[src/rtl/dmi_responder.sv]
// dmi_responder: single-hart RISC-V DMI register responder (data0/1, dmcontrol, dmstatus, abstractcs).
// Define DMI_ERR_RESP_EN to answer unmapped addresses and op==3 with resp=2 (failed).
package dm;
  typedef struct packed {
    logic [6:0]  addr;
    logic [1:0]  op;
    logic [31:0] data;
  } dmi_req_t;
  typedef struct packed {
    logic [31:0] data;
    logic [1:0]  resp;
  } dmi_resp_t;
endpackage

module dmi_responder #(
  parameter logic [3:0]  DmVersion = 4'd2,
  parameter int unsigned DataCount = 2
) (
  input  logic          clk_i,
  input  logic          rst_i,
  input  logic          dmi_clear_i,
  input  dm::dmi_req_t  dmi_req_i,
  input  logic          dmi_req_valid_i,
  output logic          dmi_req_ready_o,
  output dm::dmi_resp_t dmi_resp_o,
  output logic          dmi_resp_valid_o,
  input  logic          dmi_resp_ready_i,
  output logic          haltreq_o,
  output logic          resumereq_o,
  output logic          ndmreset_o,
  output logic          dmactive_o,
  input  logic          hart_halted_i,
  input  logic          hart_resumeack_i
);
  typedef enum logic {IDLE, RESP} state_e;
  localparam logic [3:0] DcBits = 4'(DataCount);
  localparam logic HasData1 = DataCount == 2;
  state_e state_q, state_d;
  dm::dmi_resp_t resp_q, resp_d;
  logic [31:0] data0_q, data0_d, data1_q, data1_d, rdata;
  logic dmactive_q, dmactive_d, ndmreset_q, ndmreset_d, haltreq_q, haltreq_d;
  logic resumereq_q, resumereq_d, resumeack_q, resumeack_d;
  logic accept, mapped, err, rd, wr, wr_ctl;
  always_comb begin
    accept = state_q == IDLE && dmi_req_valid_i && !dmi_clear_i;
    mapped = 1'b1;
    rdata = '0;
    case (dmi_req_i.addr)
      7'h04: rdata = data0_q;
      7'h05: begin rdata = HasData1 ? data1_q : '0; mapped = HasData1; end
      7'h10: rdata = {haltreq_q, 29'b0, ndmreset_q, dmactive_q};
      7'h11: rdata = {14'b0, {2{resumeack_q}}, 4'b0, {2{!hart_halted_i}}, {2{hart_halted_i}}, 1'b1, 3'b0, DmVersion};
      7'h16: rdata = {28'b0, DcBits};
      default: mapped = 1'b0;
    endcase
`ifdef DMI_ERR_RESP_EN
    err = !mapped || dmi_req_i.op == 2'd3;
`else
    err = 1'b0;
`endif
    rd = accept && !err && dmi_req_i.op == 2'd1;
    wr = accept && !err && dmi_req_i.op == 2'd2 && mapped;
    wr_ctl = wr && dmi_req_i.addr == 7'h10;
    state_d = dmi_clear_i ? IDLE : accept ? RESP : (state_q == RESP && dmi_resp_ready_i) ? IDLE : state_q;
    resp_d = dmi_clear_i ? '0 : accept ? {rd ? rdata : 32'h0, err ? 2'd2 : 2'd0} : resp_q;
    dmactive_d = wr_ctl ? dmi_req_i.data[0] : dmactive_q;
    ndmreset_d = wr_ctl ? dmi_req_i.data[1] : ndmreset_q;
    haltreq_d = wr_ctl ? dmi_req_i.data[31] : haltreq_q;
    resumereq_d = wr_ctl && dmi_req_i.data[30];
    resumeack_d = resumereq_d ? 1'b0 : resumeack_q || hart_resumeack_i;
    // data registers are forced to zero whenever the DM is inactive
    data0_d = !dmactive_q ? '0 : (wr && dmi_req_i.addr == 7'h04) ? dmi_req_i.data : data0_q;
    data1_d = (!dmactive_q || !HasData1) ? '0 : (wr && dmi_req_i.addr == 7'h05) ? dmi_req_i.data : data1_q;
  end
  always_ff @(posedge clk_i) begin
    if (rst_i) begin
      state_q <= IDLE;
      resp_q <= '0;
      data0_q <= '0;
      data1_q <= '0;
      dmactive_q <= 1'b0;
      ndmreset_q <= 1'b0;
      haltreq_q <= 1'b0;
      resumereq_q <= 1'b0;
      resumeack_q <= 1'b0;
    end else begin
      state_q <= state_d;
      resp_q <= resp_d;
      data0_q <= data0_d;
      data1_q <= data1_d;
      dmactive_q <= dmactive_d;
      ndmreset_q <= ndmreset_d;
      haltreq_q <= haltreq_d;
      resumereq_q <= resumereq_d;
      resumeack_q <= resumeack_d;
    end
  end
  assign dmi_req_ready_o = state_q == IDLE;
  assign dmi_resp_valid_o = state_q == RESP;
  assign dmi_resp_o = resp_q;
  assign haltreq_o = haltreq_q;
  assign ndmreset_o = ndmreset_q;
  assign dmactive_o = dmactive_q;
  assign resumereq_o = resumereq_q;
endmodule

[config.mk]
export PLATFORM = sky130hd
export DESIGN_NAME = dmi_responder
export DESIGN_NICKNAME = d
export VERILOG_FILES = /design/src/rtl/dmi_responder.sv
export SDC_FILE = /design/constraint.sdc
export NUM_CORES = 1
export LEC_CHECK = 0
export ABC_AREA = 1
export CAP_MARGIN = 20
export CELL_PAD_IN_SITES_DETAIL_PLACEMENT = 0
export CELL_PAD_IN_SITES_GLOBAL_PLACEMENT = 1
export CORE_ASPECT_RATIO = 0.6
export CORE_UTILIZATION = 39
export DETAILED_ROUTE_END_ITERATION = 16
export HOLD_SLACK_MARGIN = 0.06
export PLACE_DENSITY = 0.94
export RECOVER_POWER = 25
export SYNTH_ARGS = -nofsm -noshare
export SYNTH_HDL_FRONTEND = slang
export SYNTH_SLANG_ARGS = --single-unit
[constraint.sdc]
create_clock -name clk_i -period 6 [get_ports clk_i]
set_clock_uncertainty 0.2 [all_clocks]
set_input_delay 1.8 -clock clk_i [delete_from_list [all_inputs] [get_ports clk_i]]
set_output_delay 1.8 -clock clk_i [all_outputs]
set_load 0.005 [all_outputs]
==> key figures, run 1 <==
Timing
  • Fin. Hold Viols: 0
  • Final setup viols: 0
  • Fin. max-slew vios: 0
  • Post-route minimum period: 4.461 ns
  • Crit share post-route: 74.35%
  • Relative slew margins: 37.95%
  • Fmax achieved: 224.2 MHz
  • Actual slew at the worst max-slew pin: 0.9297 ns
  • Sum Neg Setup Slack: 0 ns
  • RSZ-0062 raised after global routing: no

Logic synthesis
  • Top_reg_cell synth: dfxtp_1
  • Synth Instances: 699
  • Post-synth EDFFs: 0
  • Mean Syn Cell Area: 6.621 um2
  • Synth warn: 0
  • Post-synth ARST share: 0%
  • Synthesized flop and latch total: 102
  • Mapped Area: 4628 um2
  • Distinct cell type count after synthesis: 24
  • Sequential-to-total area share from yosys stat: 44.12%

Pwr
  • Total power: 0.001299 W
  • Leak pwr: 2.281 nW
  • Worst VDD drop: 0.0001788 V
  • Pwr/cell area: 221.4 nW/um2

Drt
  • DR pass1 iterations: 5
  • Vias: 4474
  • Antenna Nets Post-Route: 0
  • Iter 0 DRT Violations: 289
  • Final wirelength: 12220 um
  • DRC: 0
  • DR WL/cell: 13.16 um
  • DR vias/cell: 4.816

Clocking
  • Cts repair resizes: 0
  • CTS tree: yes
  • TritonCTS buffer count: 9
  • Sink Count: 102
  • Hold buffer count at CTS: 0
  • Clk Latency, worst-skew pair: 0.34 ns
  • Root Driver: clkbuf_16
  • # Post-CTS Setup Buffers: 0
  • H-tree depth: 3
  • Clk buf depth: 2
  • Worst-path clk slew: 0.07 ns

Finish
  • Post-layout util: 51.43%
  • Final Net Count: 812
  • Diode count: 0
  • Syn-to-layout area delta: 26.79%
  • Share of cells above drive strength 1: 5.332%

GRT
  • Initial antenna violation count: 0
  • First-pass GRT wire length: 20140 um
  • All-Layer GR Usage: 20.75%
  • Vias in the first global route: 4246
  • Grt ovf: 0
  • Largest net degree at the start of global routing: 38

Worst setup path
  • FF-to-FF setup slack: 3.46 ns
  • Crit path max fanout: 37
  • Crit end category: flip-flop
  • R2R depth: 8
  • CP Class: in2reg
  • Crit path DAT: 4.54 ns
  • Worst Path Required: 6.08 ns
  • Launching point of the worst reg2reg path: dmi_resp_valid_o$_SDFFE_PP0P_
  • CP startpoint kind: input port
  • Reg2reg end: data1_q[6]$_SDFFE_PP0P_

Floorplanning
  • Die area: 12320 um2
  • Num ports: 88
  • DIE HEIGHT: 86.38 um
  • Core Rows: 30
  • Die W: 142.6 um
  • Initial Util: 40.56%
  • Core footprint: 11410 um2

Worst hold path
  • Hold crit path type: reg2reg
  • WHS Path Cells: 2
  • Hold EP: dmi_resp_o[24]$_SDFFE_PP0P_
  • Hold path start: dmi_resp_o[24]$_SDFFE_PP0P_

Place
  • GPL Wtd Cong: 0.7474
  • Detailed-placement wirelength estimate: 8007 um
  • Number of buffers added on ports: 85

Flow run
  • Max-cap violations: 0

Run status
  • Status: complete, no violations
-- flip-flops by register name, summed over array words and instances (netlist names) --
| signal | count |
|---|---|
| data0_q | 32 |
| dmi_resp_o | 32 |
| resumereq_o | 1 |
| ndmreset_o | 1 |
| dmi_resp_valid_o | 1 |
| resumeack_q | 1 |
| data1_q | 32 |
| dmactive_o | 1 |
| haltreq_o | 1 |
-- cell usage after synthesis (3+ instances only) --
| master | count | area (um2) |
|---|---|---|
| a21oi_1 | 64 | 320.3 |
| dfxtp_1 | 102 | 2042 |
| o211ai_1 | 8 | 60.06 |
| buf_6 | 3 | 33.78 |
| inv_2 | 3 | 11.26 |
| o21ai_0 | 26 | 130.1 |
| nor2_2 | 4 | 25.02 |
| clkbuf_1 | 29 | 108.9 |
| nor2_1 | 110 | 412.9 |
| buf_2 | 5 | 25.02 |
| nand2_1 | 179 | 671.9 |
| nand4_1 | 35 | 219.0 |
| inv_1 | 114 | 427.9 |
-- metrics by stage --
stage / std cells / hold WS [ns] / worst slack [ns] / cell area, um2
after floorplan: 700 / 0.2399 / 2.834 / 4632
after global placement: 912 / 0.2549 / 1.343 / 5565
after detailed placement: 912 / 0.2588 / 1.186 / 5565
after CTS: 928 / 0.2689 / 1.534 / 5841
after global routing: 929 / 0.2770 / 1.275 / 5868
final: 929 / 0.2640 / 1.539 / 5868
-- area by class of cell --
class | count | area, um2
fill | 1112 | 5543
tap | 160 | 200.2
clock buffer | 10 | 239.0
sequential | 102 | 2042
multi-input combinational | 440 | 1973
inverter | 117 | 439.2
clock inverter | 6 | 36.28
timing repair buffer | 94 | 938.4
-- placed cells by master, fill, tap and decap left out, types with 3 or more instances in the layout --
cell and instances:
inv_2 3, clkbuf_16 9, dlygate4sd3_1 35, nor2_2 4, a21oi_1 64, nand4_1 35, clkinv_2 4, dfxtp_1 102
inv_1 114, nand2_1 179, nor2_4 3, clkdlybuf4s50_1 50, o21ai_0 26, buf_4 8, nor2_1 109, o211ai_1 8
-- logic make-up (layout without fill, tap and decap cells) --
family	after synthesis	after routing	synth area share (%)
other	1	2	0.08103
buffers and inverters	158	227	13.60
DFF	102	102	44.12
and+or+nand+nor	339	339	31.01
AOI/OAI and AO/OA	99	99	11.19
-- power breakdown --
part	total, W	internal [W]	leakage (nW)	switching [W]
clock	0.000551	0.000291	0.138	0.000259
combinational	0.0000708	0.0000339	1.32	0.0000369
sequential	0.000678	0.000677	0.821	0.000000492
-- worst max path at each step --
stage	depth (start not counted)	endpoint	slack, ns	start
2_1_floorplan	7	data0_q[10]$_SDFFE_PP0P_	2.83	dmi_req_i[39]
3_3_place_gp	11	data1_q[29]$_SDFFE_PP0P_	1.34	dmi_req_i[36]
3_5_place_dp	11	data1_q[31]$_SDFFE_PP0P_	1.19	dmi_req_i[36]
4_1_cts	11	data1_q[31]$_SDFFE_PP0P_	1.53	dmi_req_i[36]
5_1_grt	10	data1_q[28]$_SDFFE_PP0P_	1.28	dmi_req_i[39]
6_report	11	data1_q[6]$_SDFFE_PP0P_	1.54	dmi_req_i[36]
-- per-layer routing --
layer | vias to the layer above | GRT usage, % | share of wire, %
li1 | 2274 | - | -
met1 | 2043 | 27.05 | 48
met2 | 142 | 34.80 | 45
met3 | 15 | 4.309 | 5.8
met4 | 0 | 6.061 | 1.2
met5 | - | 0 | 0
-- critical path, cell delays in order --
cell and delay [ns]:
clkdlybuf4s50_1 0.49, inv_2 0.04, nor2_2 0.11, nand2_1 0.10
nor2_4 0.66, inv_2 0.13, nand3_4 0.39, nand3_4 0.43
nand2_1 0.19, inv_1 0.07, nor2_1 0.10
Note: power is estimated with default switching activity, not from simulation.
==> run 2, diff against run 1 <==
--- a/config.mk
+++ b/config.mk
@@ -10,10 +10,10 @@
 export CELL_PAD_IN_SITES_DETAIL_PLACEMENT = 0
 export CELL_PAD_IN_SITES_GLOBAL_PLACEMENT = 1
 export CORE_ASPECT_RATIO = 0.6
-export CORE_UTILIZATION = 39
+export CORE_UTILIZATION = 36
 export DETAILED_ROUTE_END_ITERATION = 16
 export HOLD_SLACK_MARGIN = 0.06
-export PLACE_DENSITY = 0.94
+export PLACE_DENSITY = 0.88
 export RECOVER_POWER = 25
 export SYNTH_ARGS = -nofsm -noshare
 export SYNTH_HDL_FRONTEND = slang
==> constraint.sdc (replaced) <==
create_clock -name clk_i -period 4.3 [get_ports clk_i]
set_clock_uncertainty 0.2 [all_clocks]
set_input_delay 1.29 -clock clk_i [delete_from_list [all_inputs] [get_ports clk_i]]
set_output_delay 1.29 -clock clk_i [all_outputs]
set_load 0.005 [all_outputs]
==> run 2 against run 1 <==
Clock-buffer cell count shrank 1. Largest cell class unchanged. Combinational power grew 40%. Non-clock buffer count grew 2. Die area grew 8.2%. Setup slack lost 0.86 ns. First-iteration DRC count shrank 29%. Wire length grew 4.2%. Via count shrank 0.42%. Register-to-register slack lost 1.3 ns.
==> key figures, run 2 (synthesized netlist as in run 1, its figures left out) <==
Drt
  • DRC: 0 (unchanged)
  • Vias: 4455 (-0.42%)
  • DR pass1 iterations: 5 (unchanged)
  • Iter 0 DRT Violations: 205 (-29%)
  • DR vias/cell: 4.760 (-1.2%)
  • Antenna Nets Post-Route: 0 (unchanged)
  • Final wirelength: 12740 um (+4.2%)
  • DR WL/cell: 13.61 um (+3.5%)

Timing
  • RSZ-0062 raised after global routing: no
  • Relative slew margins: 25.89% (-12 points)
  • Sum Neg Setup Slack: 0 ns (unchanged)
  • Crit share post-route: 84.30%
  • Final setup viols: 0 (unchanged)
  • Fmax achieved: 275.9 MHz
  • Post-route minimum period: 3.625 ns
  • Worst setup margin: 0.6750 ns (-0.8641 ns)
  • Actual slew at the worst max-slew pin: 1.112 ns (+0.1819 ns)
  • Fin. max-slew vios: 0 (unchanged)
  • Fin. Hold Viols: 0 (unchanged)

Place
  • GPL Wtd Cong: 0.7921 (+6.0%)
  • Post-Place Worst Slack: 0.3376 ns (-0.8488 ns)
  • Number of buffers added on ports: 85 (unchanged)
  • Detailed-placement wirelength estimate: 8438 um (+5.4%)
  • Placed inst area: 5607 um2 (+0.74%)

Floorplanning
  • Initial Util: 37.64% (-2.9 points)
  • Num ports: 88 (unchanged)
  • Die area: 13330 um2 (+8.2%)
  • Die W: 148.4 um (+4.0%)
  • Core footprint: 12300 um2 (+7.8%)
  • Core Rows: 31 (+3.3%)
  • DIE HEIGHT: 89.83 um (+4.0%)

Finish
  • Final Net Count: 814 (+0.25%)
  • Syn-to-layout area delta: 28.09%
  • Share of cells above drive strength 1: 5.447% (+0.12 points)
  • Reg area: 2042 um2 (unchanged)
  • Diode count: 0 (unchanged)
  • Commonest non-fill, non-tap cell in the layout: nand2_1
  • Most frequent cells in the layout: nand2_1, inv_1, nor2_1
  • Design area: 5928 um2 (+1.0%)
  • Multi-input gate area: 1973 um2 (unchanged)
  • Fill cells: 1203 (+8.2%)

Worst setup path
  • CP dominant cell by count: nor2_1
  • Slowest stage cell, crit path: clkdlybuf4s50_1
  • FF-to-FF setup slack: 2.17 ns (-1.29 ns)
  • CP startpoint kind: input port
  • Bufs and invs on worst path: 3 (-1)
  • Worst Path Required: 4.37 ns (-1.71 ns)
  • Crit path DAT: 3.70 ns (-0.84 ns)
  • CP Class: in2reg
  • Cell Chain, Critical Path: clkdlybuf4s50_1 -> inv_1 -> nor2_1 -> nand2_1 -> nor2_1 -> nor2_1 -> nand3_4 -> nand3_4 -> nand2_1 -> inv_1 -> nor2_1
  • Slowest stage delay, CP: 0.50 ns (-0.16 ns)
  • CP top delay family: simple AND/OR/NAND/NOR gates
  • Crit path max fanout: 37 (unchanged)
  • Crit end category: flip-flop

Clocking
  • Hold buffer count at CTS: 0 (unchanged)
  • # Post-CTS Setup Buffers: 0 (unchanged)
  • Sink Count: 102 (unchanged)
  • Clk Latency, worst-skew pair: 0.34 ns (about the same)
  • TritonCTS buffer count: 9 (unchanged)
  • Root Driver: clkbuf_16
  • H-tree depth: 3 (unchanged)
  • Cts repair resizes: 0 (unchanged)
  • CTS tree: yes
  • Clk buf depth: 2 (unchanged)
  • Worst-path clk slew: 0.07 ns (about the same)

Pwr
  • Pwr/cell area: 331.1 nW/um2 (+50%)
  • Leak pwr: 2.302 nW (+0.92%)
  • Worst VDD drop: 0.0001884 V (+5.4%)

GRT
  • Grt ovf: 0 (unchanged)
  • Vias in the first global route: 4347 (+2.4%)
  • First-pass GRT wire length: 21470 um (+6.6%)
  • All-Layer GR Usage: 20.26% (-0.49 points)
  • Initial antenna violation count: 0 (unchanged)
  • Largest net degree at the start of global routing: 45 (+18%)

Run status
  • Status: complete, no violations

Worst hold path
  • Hold crit path type: reg2reg

Flow run
  • Max-cap violations: 0 (unchanged)
## run 2: final timing paths
path,cells after the start,to,startpoint
hold reg to reg,2,dmi_resp_o[13]$_SDFFE_PP0P_,dmi_resp_o[13]$_SDFFE_PP0P_
hold / removal,2,dmi_resp_o[13]$_SDFFE_PP0P_,dmi_resp_o[13]$_SDFFE_PP0P_
setup reg to reg,7,data1_q[22]$_SDFFE_PP0P_,dmi_resp_valid_o$_SDFFE_PP0P_
setup / recovery,11,data1_q[22]$_SDFFE_PP0P_,dmi_req_i[34]
## run 2: per-layer routing
layer / up-vias / wire length, um / GRT usage, %
li1: 2269 / - / -
met1: 2068 / 6206 / 27.12
met2: 110 / 5800 / 33.02
met3: 8 / 628 / 4.518
met4: 0 / 104 / 4.725
met5: - / 0 / 0
## run 2: final cells by class
class / instances / share of cell area [%]
repair buffers: 96 / 15.68
flip-flops and latches: 102 / 34.44
well taps: 165 / 3.482
clock inverters: 7 / 1.900
inverters: 117 / 7.408
clock buffers: 9 / 3.799
multi-input cells: 440 / 33.28
## run 2: tightest hold or removal path, delay by kind of cell (launching register included)
family,cells,cell delay [ns]
compound gates,1,0.06
flops,1,0.31
simple gates,1,0.06
## run 2: stage by stage
stage                     util, %  power (W)  hold slack [ns]  cells
final                       48.21   0.001963           0.2662    936
after floorplan                 -   0.001005           0.2399    700
after CTS                   48.35   0.001982           0.2689    936
after detailed placement    45.60   0.001069           0.2581    920
after global routing        48.21   0.002031           0.2824    936
after global placement      45.60   0.001068           0.2582    920
## run 2: power breakdown
part / switching (W) / total, W / internal (W)
clock network: 0.000352 / 0.000918 / 0.000566
logic: 0.0000522 / 0.0000992 / 0.0000470
registers: 0.000000707 / 0.000946 / 0.000945
==> run 3, diff against run 2 <==
--- a/config.mk
+++ b/config.mk
@@ -10,10 +10,10 @@
 export CELL_PAD_IN_SITES_DETAIL_PLACEMENT = 0
 export CELL_PAD_IN_SITES_GLOBAL_PLACEMENT = 1
 export CORE_ASPECT_RATIO = 0.6
-export CORE_UTILIZATION = 36
+export CORE_UTILIZATION = 33
 export DETAILED_ROUTE_END_ITERATION = 16
 export HOLD_SLACK_MARGIN = 0.06
-export PLACE_DENSITY = 0.88
+export PLACE_DENSITY = 0.85
 export RECOVER_POWER = 25
 export SYNTH_ARGS = -nofsm -noshare
 export SYNTH_HDL_FRONTEND = slang
==> constraint.sdc (replaced) <==
create_clock -name clk_i -period 3.2 [get_ports clk_i]
set_clock_uncertainty 0.2 [all_clocks]
set_input_delay 0.96 -clock clk_i [delete_from_list [all_inputs] [get_ports clk_i]]
set_output_delay 0.96 -clock clk_i [all_outputs]
set_load 0.005 [all_outputs]
==> run 3 against run 2 <==
Final cell count grew 4.1%. Clock power grew 21%. Global-route usage fell by 1.8 points. Register-to-register slack worse by 0.65 ns. Clock-buffer cell count grew 2. Power rose by 28%. Hold slack worse by 0.0037 ns. Flip-flop and latch count stayed put. Sequential power rose by 34%. Largest cell class unchanged.
==> key figures, run 3 (synthesized netlist as in run 1, its figures left out) <==
Run status
  • Status: complete, no violations

Finish
  • Multi-input gate area: 1982 um2 (+0.44%)
  • Commonest non-fill, non-tap cell in the layout: nand2_1
  • Final Net Count: 825 (+1.4%)
  • Fill cells: 1423 (+18%)
  • Syn-to-layout area delta: 30.31%
  • Reg area: 2042 um2 (unchanged)
  • Share of cells above drive strength 1: 6.777% (+1.3 points)
  • Diode count: 0 (unchanged)
  • Post-Layout Cell Count: 974 (+4.1%)
  • Most frequent cells in the layout: nand2_1, inv_1, nor2_1

Pwr
  • Leak pwr: 2.344 nW (+1.8%)
  • Internal power: 0.001964 W (+26%)
  • P_sw: 0.0005541 W (+37%)
  • Register share of total power: 50.5% (+2.3 points)
  • Comb pwr share: 5.5% (+0.4 points)
  • Worst VDD drop: 0.0002472 V (+31%)
  • Clk pwr share: 44.0% (-2.8 points)
  • Pwr/cell area: 417.6 nW/um2 (+26%)
  • Switching share of power: 22.00% (+1.4 points)
  • Total power: 0.002518 W (+28%)

Clocking
  • H-tree depth: 3 (unchanged)
  • CTS tree: yes
  • Hold buffer count at CTS: 0 (unchanged)
  • Root Driver: clkbuf_16
  • Worst-path clk slew: 0.07 ns (about the same)
  • Cts repair resizes: 0 (unchanged)
  • Clk Latency, worst-skew pair: 0.34 ns (about the same)
  • # Post-CTS Setup Buffers: 0 (unchanged)
  • TritonCTS buffer count: 9 (unchanged)
  • Sink Count: 102 (unchanged)
  • Clk buf depth: 2 (unchanged)

Place
  • GPL Wtd Cong: 0.7971 (+0.63%)
  • Post-Place Worst Slack: 0.1642 ns (-0.1734 ns)
  • Number of buffers added on ports: 85 (unchanged)
  • Placed Instances: 958 (+4.1%)
  • Detailed-placement wirelength estimate: 8731 um (+3.5%)

Worst setup path
  • Crit path DAT: 2.76 ns (-0.94 ns)
  • Bufs and invs on worst path: 3 (unchanged)
  • Cell Chain, Critical Path: clkdlybuf4s50_1 -> nor2_1 -> nand2_1 -> nor2_4 -> inv_2 -> nand3_4 -> nand3_4 -> nand2_1 -> inv_1 -> nor2_1
  • Slowest stage cell, crit path: clkdlybuf4s50_1
  • Crit path max fanout: 32 (-14%)
  • FF-to-FF setup slack: 1.52 ns (-0.65 ns)
  • Worst Path Required: 3.28 ns (-1.09 ns)
  • CP startpoint kind: input port
  • Crit end category: flip-flop
  • CP Class: in2reg
  • Slowest stage delay, CP: 0.40 ns (-0.10 ns)
  • CP top delay family: simple AND/OR/NAND/NOR gates

GRT
  • Vias in the first global route: 4000 (-8.0%)
  • All-Layer GR Usage: 18.44% (-1.8 points)
  • First-pass GRT wire length: 20790 um (-3.1%)
  • Grt ovf: 0 (unchanged)
  • Initial antenna violation count: 0 (unchanged)
  • Largest net degree at the start of global routing: 39 (-13%)

Floorplanning
  • Initial Util: 33.86% (-3.8 points)
  • Num ports: 88 (unchanged)
  • Core footprint: 13670 um2 (+11%)
  • Core Rows: 33 (+6.5%)
  • Die W: 154.9 um (+4.4%)
  • DIE HEIGHT: 93.73 um (+4.3%)
  • Die area: 14520 um2 (+8.9%)

Drt
  • Top Layer Used: met4
  • Final wirelength: 12740 um (about the same)
  • Routed length on met1: 6888 um (+11%)
  • DR vias/cell: 4.492 (-5.6%)
  • DR pass1 iterations: 5 (unchanged)
  • Routed length on met2: 4921 um (-15%)
  • DR WL/cell: 13.08 um (-3.9%)
  • Iter 0 DRT Violations: 285 (+39%)
  • DRC: 0 (unchanged)
  • Antenna Nets Post-Route: 0 (unchanged)
  • Vias: 4375 (-1.8%)
  • Met3 wire length: 831 um (+32%)

Flow run
  • Max-cap violations: 0 (unchanged)

Timing
  • Fmax achieved: 373.1 MHz
  • Fin. max-slew vios: 0 (unchanged)
  • Crit share post-route: 83.76%
  • Fin. Hold Viols: 0 (unchanged)
  • Worst setup margin: 0.5196 ns (-0.1554 ns)
  • Relative slew margins: 52.10% (+26 points)
  • Final setup viols: 0 (unchanged)
  • Actual slew at the worst max-slew pin: 0.7185 ns (-0.3931 ns)
  • Post-route minimum period: 2.680 ns
  • Sum Neg Setup Slack: 0 ns (unchanged)
  • RSZ-0062 raised after global routing: no

Worst hold path
  • Hold crit path type: reg2reg
[run 3: worst min-delay path: stages, from the launching register on]
cell and delay (ns):
dfxtp_1 0.31, nand2_1 0.06, a21oi_1 0.05
[run 3: final cells by class]
type / count / share of cell area, %
multi-input combinational: 440 / 32.86
clock inverter: 5 / 0.9751
tap: 192 / 3.983
sequential: 102 / 33.86
timing repair buffer: 107 / 17.01
clock buffer: 11 / 4.025
inverter: 117 / 7.282
[run 3: worst paths after layout]
check	endpoint	cells past startpoint	from
setup / recovery	data1_q[22]$_SDFFE_PP0P_	10	dmi_req_i[39]
hold / removal	dmi_resp_o[5]$_SDFFE_PP0P_	2	dmi_resp_o[5]$_SDFFE_PP0P_
setup reg to reg	dmi_resp_o[33]$_SDFFE_PP0P_	5	dmi_resp_valid_o$_SDFFE_PP0P_
hold reg to reg	dmi_resp_o[5]$_SDFFE_PP0P_	2	dmi_resp_o[5]$_SDFFE_PP0P_
[run 3: per-stage QoR]
step	hold WS, ns	instance area, um2	util (%)
after floorplan	0.2399	4632	-
after global placement	0.2550	5732	41.94
after detailed placement	0.2561	5732	41.94
after CTS	0.2664	6033	44.15
after global routing	0.2891	6031	44.13
final	0.2625	6031	44.13
[run 3: routing by layer]
layer,vias up,track usage [%]
li1,2299,-
met1,1936,27.31
met2,131,26.65
met3,9,4.290
met4,0,4.208
met5,-,0
[run 3: power groups by stage]
stage                     clock [W]  sequential [W]  combinational, W
after global placement            0         0.00130          0.000140
after global routing        0.00117         0.00127          0.000152
after CTS                   0.00113         0.00127          0.000141
after detailed placement          0         0.00130          0.000140
after floorplan                   0         0.00130         0.0000511
final                       0.00111         0.00127          0.000139
